==> src/rtl/fp32_multiplier.sv <==
// fp32_multiplier: binary32 multiplier with one registered output stage, flush-to-zero and canonical NaN.
// Define FPMUL_ROUND_NEAREST_EN for round-to-nearest-even; otherwise the significand is truncated.
module fp32_multiplier (
    input  logic        clk,
    input  logic        rst_n,
    input  logic        in_valid,
    input  logic [31:0] A,
    input  logic [31:0] B,
    output logic [31:0] result,
    output logic        out_valid,
    output logic        overflow,
    output logic        underflow,
    output logic        exception
);
    localparam logic [31:0] QNAN = 32'h7FC00000;

    logic [7:0]  ea, eb;
    logic [22:0] fa, fb;
    logic        sign, a_zero, b_zero, a_inf, b_inf, a_nan, b_nan;
    logic signed [9:0] exp_b, exp_f;
    logic [22:0] frac;

    assign ea     = A[30:23];
    assign eb     = B[30:23];
    assign fa     = A[22:0];
    assign fb     = B[22:0];
    assign sign   = A[31] ^ B[31];
    assign a_zero = ea == 8'd0;
    assign b_zero = eb == 8'd0;
    assign a_inf  = ea == 8'hFF && fa == 23'd0;
    assign b_inf  = eb == 8'hFF && fb == 23'd0;
    assign a_nan  = ea == 8'hFF && fa != 23'd0;
    assign b_nan  = eb == 8'hFF && fb != 23'd0;
    assign exp_b  = $signed({2'b00, ea}) + $signed({2'b00, eb}) - 10'sd127;

`ifdef FPMUL_ROUND_NEAREST_EN
    logic [47:0] prod;
    logic [23:0] sig;
    logic [24:0] sum;
    logic        g, r, s, hi;
    assign prod  = {24'd0, 1'b1, fa} * {24'd0, 1'b1, fb};
    assign hi    = prod[47];
    assign sig   = hi ? prod[47:24] : prod[46:23];
    assign g     = hi ? prod[23] : prod[22];
    assign r     = hi ? prod[22] : prod[21];
    assign s     = hi ? |prod[21:0] : |prod[20:0];
    assign sum   = {1'b0, sig} + {24'd0, g & (r | s | sig[0])};
    // A carry out of rounding leaves 1.000..., so renormalising just shifts in zeros.
    assign frac  = sum[24] ? sum[23:1] : sum[22:0];
    assign exp_f = exp_b + {9'd0, hi} + {9'd0, sum[24]};
`else
    logic [24:0] top;
    assign top   = 25'(({24'd0, 1'b1, fa} * {24'd0, 1'b1, fb}) >> 23);
    assign frac  = top[24] ? top[23:1] : top[22:0];
    assign exp_f = exp_b + {9'd0, top[24]};
`endif

    logic [31:0] n_res;
    logic        n_ovf, n_unf, n_exc;

    always_comb begin
        n_res = {sign, exp_f[7:0], frac};
        n_ovf = 1'b0;
        n_unf = 1'b0;
        n_exc = 1'b0;
        if (a_nan || b_nan || (a_inf && b_zero) || (b_inf && a_zero)) begin
            n_res = QNAN;
            n_exc = 1'b1;
        end else if (a_inf || b_inf) begin
            n_res = {sign, 8'hFF, 23'd0};
        end else if (a_zero || b_zero) begin
            n_res = {sign, 31'd0};
        end else if (exp_f >= 10'sd255) begin
            n_res = {sign, 8'hFF, 23'd0};
            n_ovf = 1'b1;
        end else if (exp_f <= 10'sd0) begin
            n_res = {sign, 31'd0};
            n_unf = 1'b1;
        end
    end

    always_ff @(posedge clk or negedge rst_n) begin
        if (!rst_n) begin
            result    <= 32'd0;
            out_valid <= 1'b0;
            overflow  <= 1'b0;
            underflow <= 1'b0;
            exception <= 1'b0;
        end else begin
            out_valid <= in_valid;
            if (in_valid) begin
                result    <= n_res;
                overflow  <= n_ovf;
                underflow <= n_unf;
                exception <= n_exc;
            end
        end
    end
endmodule

==> config.mk <==
export PLATFORM = sky130hd
export DESIGN_NAME = fp32_multiplier
export DESIGN_NICKNAME = d
export VERILOG_FILES = /design/src/rtl/fp32_multiplier.sv
export SDC_FILE = /design/constraint.sdc
export NUM_CORES = 1
export LEC_CHECK = 0
export CAP_MARGIN = 20
export CORE_AREA = 3 3 232 234
export DETAILED_ROUTE_END_ITERATION = 8
export DIE_AREA = 0 0 235 237
export GPL_TIMING_DRIVEN = 0
export SYNTH_ARGS = -nofsm -noshare
export SYNTH_HDL_FRONTEND = slang
export SYNTH_SLANG_ARGS = --single-unit
==> constraint.sdc <==
create_clock -name clk -period 1 [get_ports clk]
set_input_delay 0.3 -clock clk [delete_from_list [all_inputs] [get_ports clk]]
set_output_delay 0.3 -clock clk [all_outputs]
set_load 0.03 [all_outputs]
==> flow_metrics.env, run 1 <==
export IMPL_crit_family="adder cells"
export IMPL_grt_max_degree=37
export IMPL_place_area_um2=23200
export IMPL_worstMarginPinSlew_ns=1.15
export IMPL_gp_congestion=0.954
export IMPL_timing_critical_path_mode_cell="fa_1"
export IMPL_postRouteAntennaNets=0
export IMPL_yosysTopAreaCell="fa_1"
export IMPL_diodes=0
export IMPL_setup_ws_ns=-8.20
export IMPL_violations="setup timing"
export IMPL_fp_dieW_um=235
export IMPL_slowest_stage="fa_1"
export IMPL_wire_per_inst_um=23.0
export IMPL_critPathMaxFanout=10
export IMPL_portBuffers=102
export IMPL_synth_main_ff_cell="dfrtp_1"
export IMPL_ys_types=68
export IMPL_cp_data_required_time_ns=1.19
export IMPL_synth_common_cells="592 x inv_1, 482 x fa_1, 332 x nand2_1"
export IMPL_yosysSeqAreaShare=0.0434
export IMPL_clock_sinks=36
export IMPL_cts_root_buf="clkbuf_16"
export IMPL_drv_slew=0
export IMPL_vias=17237
export IMPL_max_freq_mhz=109
export IMPL_netlist_area_um2=20700
export IMPL_start_kind="input port"
export IMPL_critPathMaxStageDelay_ns=0.56
export IMPL_finClkSkew_ns=0
export IMPL_synth_seq_cells=36
export IMPL_hold_violations=0
export IMPL_routed_wl_um=74400
export IMPL_htreeDepth=2
export IMPL_initial_utilization=0.397
export IMPL_fillerInstances=4974
export IMPL_clk_latency_ns=0.28
export IMPL_critPathKind="input port to flop"
export IMPL_yosysTopAreaCellShare=0.465
export IMPL_grt_first_pass_wirelength_um=113000
export IMPL_rsz0062_at_grt="true"
export IMPL_dr_pass1_iters=5
export IMPL_relSlewSlack=0.223
export IMPL_setup_violations=71
export IMPL_overflow=0
export IMPL_synth_warnings=0
export IMPL_drc_errors=0
export IMPL_cts_tree="yes"
export IMPL_min_period_ns=9.20
export IMPL_cts_buffers=5
export IMPL_die_area_um2=55700
export IMPL_synth_area_leaders="fa_1 47%, ha_1 11%, inv_1 11%"
export IMPL_syn_area_per_cell_um2=8.77
export IMPL_critPathBufInv=10
export IMPL_fin_crit_sh=9.20
export IMPL_viasPerCell=5.33
export IMPL_ys_async_sr_fraction=1.00
export IMPL_fin_nets=3275
export IMPL_antenna_found_initial=3
export IMPL_placementRows=84
export IMPL_synth_most_common_cell="inv_1"
export IMPL_place_ws_ns=-10.19
export IMPL_synth_edff_count=0
export IMPL_postLayoutCellArea_um2=25100
export IMPL_io_pins=103
export IMPL_clk_pin_slew_worst_paths_ns=0.06
export IMPL_crit_path_end_kind="flop"
export IMPL_syn_to_final_growth_pct=20.9
export IMPL_cts_buffer_depth=2
export IMPL_grt_pass1_vias=18476
export IMPL_max_cap_viol_count=0
export IMPL_outcome="finished, violations left"
export IMPL_hpwl_um=60400
export IMPL_coreArea_um2=52200
export IMPL_die_h_um=237
export IMPL_grtUsageTotal=0.268
export IMPL_synth_cells=2365
export IMPL_cp_arrival_ns=9.39
export IMPL_drtIter0Drc=1254
export IMPL_synth_nets=3098
export IMPL_hp_class="input port to asynchronous set/reset pin"
export IMPL_drive_gt1_frac=0.151
cells in the final DEF (no fill, tap or decap), types with 7 or more instances in the layout:
cell type,netlist,routed
a21o_1,25,25
a21oi_1,51,41
a21oi_2,0,7
and2_1,220,209
and2_4,0,11
buf_12,0,8
buf_2,6,10
buf_4,0,77
buf_6,1,26
buf_8,0,28
clkbuf_16,0,22
clkbuf_2,0,8
clkbuf_4,0,16
clkbuf_8,0,21
clkdlybuf4s15_2,0,40
clkdlybuf4s50_1,0,19
dfrtp_1,36,36
fa_1,482,473
fa_2,0,9
ha_1,184,170
ha_4,0,11
inv_1,592,582
nand2_1,332,322
nand2_2,0,8
nand3_1,34,29
nand4_1,18,18
nor2_1,71,67
nor4_1,16,12
o21ai_0,20,18
o21bai_1,8,8
xnor2_1,13,13
xor2_1,14,14
metal layers:
| metal | GRT usage | routed length [um] | part of all wire |
|---|---|---|---|
| met2 | 0.442 | 34800 | 0.47 |
| met3 | 0.0367 | 5520 | 0.074 |
| met4 | 0.128 | 4860 | 0.065 |
| met1 | 0.350 | 29200 | 0.39 |
| met5 | 0 | 0 | 0 |
final cells by class:
type                            count  area, um^2  share of cell area
Timing Repair Buffer              172        1620              0.0647
Sequential cell                    36         901              0.0359
Tap cell                          688         861              0.0343
Inverter                          594        2270              0.0907
Clock inverter                      2        35.0             0.00140
Clock buffer                        6         129             0.00514
Multi-Input combinational cell   1628       17800               0.711
Buffer                            105        1430              0.0569
path summary, 6_finish.rpt:
path / startpoint / to / slack [ns] / cells past startpoint
max: B[19] / result[14]$_DFFE_PN0P_ / -8.20 / 38
min: rst_n / result[15]$_DFFE_PN0P_ / 0.11 / 1
max reg2reg: result[16]$_DFFE_PN0P_ / result[16]$_DFFE_PN0P_ / 0.17 / 2
min reg2reg: result[11]$_DFFE_PN0P_ / result[11]$_DFFE_PN0P_ / 0.51 / 1
max in group asynchronous: rst_n / result[3]$_DFFE_PN0P_ / 0.36 / 1
min in group clk: result[11]$_DFFE_PN0P_ / result[11]$_DFFE_PN0P_ / 0.51 / 1
cells by family after synthesis:
family	after synthesis	share of synthesized area
XOR/XNOR	27	0.0114
buffers and inverters	701	0.128
multiplexers	2	0.000965
flip-flops	36	0.0434
AO/OA/AOI/OAI	199	0.0696
AND/OR/NAND/NOR	734	0.171
adder cells (fa/ha/maj)	666	0.576
per-stage QoR:
stage	std cells	setup TNS, ns	util	hold WS, ns
2_1_floorplan	2365	-246.39	-	0.00441
3_3_place_gp	3155	-386.46	0.445	0.493
3_5_place_dp	3155	-343.71	0.445	0.450
4_1_cts	3204	-278.38	0.471	0.149
5_1_grt	3231	-286.06	0.480	0.187
6_report	3231	-276.78	0.480	0.112
flip-flops by register name, summed over array words and instances (netlist names):
| register | cells |
|---|---|
| exception | 1 |
| out_valid | 1 |
| overflow | 1 |
| result | 32 |
| underflow | 1 |
what timing repair did:
item / 4_1_cts / 5_1_grt
resized for setup: 533 / 137
buffers inserted: 40 / 26
endpoints found under the setup margin: 71 / 71
gates cloned: 3 / 1
pin swaps: 24 / 45
endpoints found under the hold margin: 0 / 0
hold buffers: 0 / 0
Power of run 1 is left out: the tool's default activity adds up to more than one toggle a clock period on the data nets, which glitch-free logic cannot reach.
==> inputs of run 2 (changes only) <==
--- a/config.mk
+++ b/config.mk
@@ -5,7 +5,6 @@
 export SDC_FILE = /design/constraint.sdc
 export NUM_CORES = 1
 export LEC_CHECK = 0
-export CAP_MARGIN = 20
 export CORE_AREA = 3 3 232 234
 export DETAILED_ROUTE_END_ITERATION = 8
 export DIE_AREA = 0 0 235 237
==> results of run 2 <==
Same layout as run 1: the final DEF is identical, and so are final timing and power.
Power of run 2 is left out for the same reason.
